==> config.mk <==
export PLATFORM = sky130hd
export DESIGN_NAME = ariane_pc_trace
export DESIGN_NICKNAME = d
export VERILOG_FILES = /design/src/rtl/ariane_pc_trace_pkg.sv /design/src/rtl/pc_trace_fifo.sv /design/src/rtl/ariane_pc_trace.sv
export SDC_FILE = /design/constraint.sdc
export NUM_CORES = 1
export LEC_CHECK = 0
export ABC_AREA = 0
export ABC_CLOCK_PERIOD_IN_PS = 9600
export CORE_MARGIN = 1
export CORE_UTILIZATION = 40
export CTS_CLUSTER_DIAMETER = 40
export DETAILED_ROUTE_END_ITERATION = 8
export HOLD_SLACK_MARGIN = 0.05
export PLACE_DENSITY = 0.63
export SLEW_MARGIN = 30
export SYNTH_ARGS = -nofsm -noshare
export SYNTH_HDL_FRONTEND = slang
export SYNTH_SLANG_ARGS = --single-unit
==> constraint.sdc <==
create_clock -name clk -period 9.6 [get_ports clk]
set_clock_uncertainty 0.15 [all_clocks]
set_input_delay 1.92 -clock clk [delete_from_list [all_inputs] [get_ports clk]]
set_output_delay 1.92 -clock clk [all_outputs]
set_load 0.1 [all_outputs]
==> src/rtl/ariane_pc_trace_pkg.sv <==
// Shared types and constants for the Ariane commit-stream PC trace.
package ariane_pc_trace_pkg;

  localparam int unsigned DEFAULT_PC_W  = 64;
  localparam int unsigned DEFAULT_DEPTH = 4;

  typedef logic [DEFAULT_PC_W-1:0] pc_t;

  // Base of the print-via-PC window; the console decoder reads a byte from bits 8:1.
  localparam pc_t PRINT_PC_BASE = 64'h0000_0000_8000_0400;

  function automatic logic [1:0] popcount2(input logic [1:0] v);
    return {1'b0, v[0]} + {1'b0, v[1]};
  endfunction

endpackage

==> src/rtl/pc_trace_fifo.sv <==
// Two-write / one-read FIFO; occupancy is tracked as a level, not derived from pointers.
module pc_trace_fifo
  import ariane_pc_trace_pkg::*;
#(
  parameter int unsigned DEPTH = DEFAULT_DEPTH,
  parameter int unsigned PC_W  = DEFAULT_PC_W,
  localparam int unsigned PTR_W = $clog2(DEPTH),
  localparam int unsigned LVL_W = $clog2(DEPTH) + 1
) (
  input  logic             clk,
  input  logic             rst_l,
  input  logic [1:0]       wr_cnt,
  input  logic [PC_W-1:0]  wr_data0,
  input  logic [PC_W-1:0]  wr_data1,
  input  logic             pop,
  output logic [PC_W-1:0]  rd_data,
  output logic [LVL_W-1:0] level
);

  logic [PC_W-1:0]  mem [DEPTH];
  logic [PTR_W-1:0] wr_ptr;
  logic [PTR_W-1:0] wr_ptr_p1;
  logic [PTR_W-1:0] rd_ptr;

  assign wr_ptr_p1 = wr_ptr + PTR_W'(1);
  assign rd_data   = mem[rd_ptr];

  // Storage needs no reset; only entries counted by level are ever read.
  always_ff @(posedge clk) begin
    if (wr_cnt != 2'd0) mem[wr_ptr] <= wr_data0;
    if (wr_cnt == 2'd2) mem[wr_ptr_p1] <= wr_data1;
  end

  always_ff @(posedge clk or posedge rst_l) begin
    if (rst_l) begin
      wr_ptr <= '0;
      rd_ptr <= '0;
      level  <= '0;
    end else begin
      wr_ptr <= wr_ptr + PTR_W'(wr_cnt);
      if (pop) rd_ptr <= rd_ptr + PTR_W'(1);
      level  <= level + LVL_W'(wr_cnt) - LVL_W'(pop);
    end
  end

endmodule

==> src/rtl/ariane_pc_trace.sv <==
// Serializes the dual-port commit stream into a single-beat retirement PC trace,
// buffering two-commit cycles and counting (never hiding) dropped PCs.
module ariane_pc_trace
  import ariane_pc_trace_pkg::*;
#(
  parameter int unsigned DEPTH  = DEFAULT_DEPTH,
  parameter int unsigned PC_W   = DEFAULT_PC_W,
  parameter int unsigned CNT_W  = 32,
  parameter int unsigned DROP_W = 16,
  localparam int unsigned LVL_W = $clog2(DEPTH) + 1
) (
  input  logic              clk,
  input  logic              rst_l,
  input  logic              trace_en,
  input  logic [1:0]        commit_vld,
  input  logic [PC_W-1:0]   commit_pc0,
  input  logic [PC_W-1:0]   commit_pc1,
  output logic              piton_pc_vld,
  output logic [PC_W-1:0]   piton_pc,
  output logic              overflow,
  output logic [DROP_W-1:0] drop_cnt,
  output logic [CNT_W-1:0]  retire_cnt,
  output logic [LVL_W-1:0]  fifo_level
);

  localparam logic [LVL_W:0] DEPTH_X = (LVL_W+1)'(DEPTH);

  logic [1:0]        push_set;
  logic [1:0]        n_req;
  logic [1:0]        n_push;
  logic [1:0]        n_drop;
  logic [LVL_W:0]    free_x;
  logic [LVL_W-1:0]  level;
  logic              pop;
  logic [PC_W-1:0]   head;
  logic [PC_W-1:0]   slot0;
  logic [DROP_W:0]   drop_sum;
  logic [CNT_W-1:0]  retire_nxt;

  // Older entries win the free slots; the youngest commit is the one dropped.
  always_comb begin
    push_set = commit_vld & {2{trace_en}};
    n_req    = popcount2(push_set);
    slot0    = push_set[0] ? commit_pc0 : commit_pc1;
    pop      = (level != '0);
    free_x   = DEPTH_X - {1'b0, level} + {{LVL_W{1'b0}}, pop};
    n_push   = n_req;
    if ({{(LVL_W-1){1'b0}}, n_req} > free_x) n_push = free_x[1:0];
    n_drop   = n_req - n_push;
    drop_sum = {1'b0, drop_cnt} + {{(DROP_W-1){1'b0}}, n_drop};
    retire_nxt = retire_cnt + {{(CNT_W-2){1'b0}}, popcount2(commit_vld)};
  end

  pc_trace_fifo #(
    .DEPTH (DEPTH),
    .PC_W  (PC_W)
  ) u_fifo (
    .clk      (clk),
    .rst_l    (rst_l),
    .wr_cnt   (n_push),
    .wr_data0 (slot0),
    .wr_data1 (commit_pc1),
    .pop      (pop),
    .rd_data  (head),
    .level    (level)
  );

  always_ff @(posedge clk or posedge rst_l) begin
    if (rst_l) begin
      piton_pc_vld <= 1'b0;
      piton_pc     <= '0;
      overflow     <= 1'b0;
      drop_cnt     <= '0;
      retire_cnt   <= '0;
    end else begin
      piton_pc_vld <= pop;
      if (pop) piton_pc <= head;
      retire_cnt <= retire_nxt;
      if (n_drop != 2'd0) begin
        overflow <= 1'b1;
        drop_cnt <= drop_sum[DROP_W] ? '1 : drop_sum[DROP_W-1:0];
      end
    end
  end

  assign fifo_level = level;

endmodule

==> impl_metrics.env <==
export IMPL_pre_cts_ws_ns=2.43
export IMPL_finalCritPeriodShare=0.687
export IMPL_start_util=0.408
export IMPL_synth_nets=1339
export IMPL_dpl_cell_area_um2=21500
export IMPL_overflow=0
export IMPL_clkSlewWorstSetupHoldPaths_ns=0.05
export IMPL_syn_cell_area_um2=18600
export IMPL_tightest_slew_ns=1.02
export IMPL_nets=1614
export IMPL_layout_common_cells="256 x edfxtp_1, 244 x clkdlybuf4s50_1, 226 x nand2_1, 181 x mux2_4, 119 x dfrtp_1"
export IMPL_grt_max_degree=74
export IMPL_hold_path_class="register to register"
export IMPL_hold_buffers=0
export IMPL_clock_sinks=377
export IMPL_rows=78
export IMPL_grt_pass1_wl_um=68100
export IMPL_syn_inst=1190
export IMPL_die_h_um=218
export IMPL_worst_setup_path_end_kind="register"
export IMPL_clk_latency_ns=0.62
export IMPL_hold_viol_final=0
export IMPL_cts_max_level=2
export IMPL_postRouteAntennaNets=0
export IMPL_p_per_area_nw_per_um2=353
export IMPL_viasPerCell=5.10
export IMPL_drt_pass1_iterations=4
export IMPL_start_kind="input port"
export IMPL_die_x_um=218
export IMPL_cp_max_fo=18
export IMPL_core_area_um2=45600
export IMPL_vdd_drop_max_mv=0.308
export IMPL_p_leak_uw=0.00949
export IMPL_cts_buffers=61
export IMPL_ys_seq_area_frac=0.577
export IMPL_synthFlopType="edfxtp_1"
export IMPL_drive_gt1_frac=0.313
export IMPL_io_pins=250
export IMPL_fillers=3751
export IMPL_root_buffer="clkbuf_16"
export IMPL_setup_violations=0
export IMPL_areaGrowthSynthToFinish_pct=27.5
export IMPL_die_area_um2=47300
export IMPL_layout_commonest_cell="edfxtp_1"
export IMPL_fin_util=0.520
export IMPL_critical_path_required_ns=9.92
export IMPL_period_minus_slack_ns=6.60
export IMPL_synth_area_per_cell_um2=15.6
export IMPL_track_usage=0.191
export IMPL_wl_per_cell_um=21.0
export IMPL_cts_resized=0
export IMPL_hold_ws_ns=0.308
export IMPL_drc=0
export IMPL_cts_max_path_buffers=3
export IMPL_wirelength_um=44600
export IMPL_post_cts_buffers=0
export IMPL_max_cap_violations=0
export IMPL_antenna_found_initial=10
export IMPL_cts_tree="done"
export IMPL_drt_iter0_markers=652
export IMPL_multi_input_area_um2=7350
export IMPL_rsz0062_at_grt="no"
export IMPL_path_class="input port to register"
export IMPL_run_status="finished clean"
export IMPL_register_area_um2=10700
export IMPL_fmax_ghz=0.152
export IMPL_setup_ws_ns=3.00
export IMPL_portBuffers=249
export IMPL_ys_warn_count=0
export IMPL_async_flop_share=0.321
export IMPL_synth_cell_types=48
export IMPL_synth_edf_count=256
export IMPL_fin_setup_tns_ns=0
export IMPL_relSlewSlack=0.317
export IMPL_vias=10808
export IMPL_cp_arrival_ns=6.91
export IMPL_grt_pass1_vias=11395
export IMPL_gp_congestion=0.774
export IMPL_final_area_um2=23700
export IMPL_ys_seq_elements=377
export IMPL_dp_hpwl_um=26900
export IMPL_slew_viol_final=0
Yosys cell counts (17+ instances only):
| cell type | instances | area (um^2) |
|---|---|---|
| xnor2_1 | 25 | 219 |
| mux4_2 | 64 | 1440 |
| mux2_2 | 81 | 912 |
| nor2_1 | 22 | 82.6 |
| nand2_1 | 226 | 848 |
| dfrtp_1 | 121 | 3030 |
| clkbuf_1 | 17 | 63.8 |
| edfxtp_1 | 256 | 7690 |
| nand3_1 | 18 | 90.1 |
| inv_1 | 26 | 97.6 |
| mux2_4 | 181 | 2720 |
| buf_8 | 18 | 270 |
state kept, by name, indices dropped and copies added, names as in the netlist:
signal,flops
retire_cnt,32
u_fifo.mem,256
u_fifo.level,3
drop_cnt,16
u_fifo.wr_ptr,2
u_fifo.rd_ptr,2
piton_pc_vld,1
piton_pc,64
overflow,1
cell type report:
cell class | count | area share
antenna | 1 | 0.000106
clock buffer | 74 | 0.0686
clock inverter | 42 | 0.0215
inverter | 26 | 0.00438
multi-input combinational | 730 | 0.310
sequential | 377 | 0.453
tap | 600 | 0.0317
timing repair buffer | 269 | 0.111
final timing paths:
kind	from	to	slack [ns]	cells past startpoint
hold / removal	overflow	overflow	0.31	1
setup reg to reg	u_fifo.level[1]	drop_cnt[7]	4.04	18
hold reg to reg	overflow	overflow	0.31	1
max in group asynchronous	rst_l	u_fifo.rd_ptr[1]	6.27	3
min in group asynchronous	rst_l	overflow	1.66	2
setup / recovery	commit_vld[0]	drop_cnt[7]	3.00	18
critical path, stage by stage:
cell	delay, ns
clkdlybuf4s50_1	0.42
nand2_1	0.18
inv_1	0.19
ha_1	0.32
ha_1	0.32
nor2b_1	0.31
o221a_2	0.29
mux2i_1	0.23
inv_1	0.11
ha_1	0.64
inv_1	0.13
ha_1	0.23
fa_1	0.38
nand3_1	0.19
nor3_1	0.13
nand2b_1	0.38
a21boi_0	0.39
a31oi_1	0.13
report_power, final:
group | internal [uW] | switching (uW) | total (uW)
logic | 1070 | 2410 | 3490
clock network | 1430 | 816 | 2250
registers | 2360 | 260 | 2620
logic make-up (layout without fill, tap and decap cells):
kind of cell               Yosys count  count (layout)  share of synthesized area
muxes                              333             333                      0.277
AOI/OAI and AO/OA                   37              37                     0.0174
adders and majority gates           16              16                     0.0120
and+or+nand+nor                    307             307                     0.0694
other                                0               1                          0
xor gates and xnor gates            37              37                     0.0174
DFF                                377             377                      0.577
buffers and inverters               83             411                     0.0300
metrics by stage:
stage,power [uW],cells
3_5_place_dp,6180,2001
2_1_floorplan,5250,1190
5_1_grt,8740,2118
4_1_cts,8460,2117
6_report,8350,2119
3_3_place_gp,6150,2001
metal layers:
layer	global-route usage	part of all wire	wire length [um]
met1	0.245	0.44	19400
met2	0.317	0.49	21800
met3	0.0481	0.056	2520
met4	0.0559	0.016	722
met5	0	0.0031	139
No activity file was read; power rests on OpenSTA's default activity.
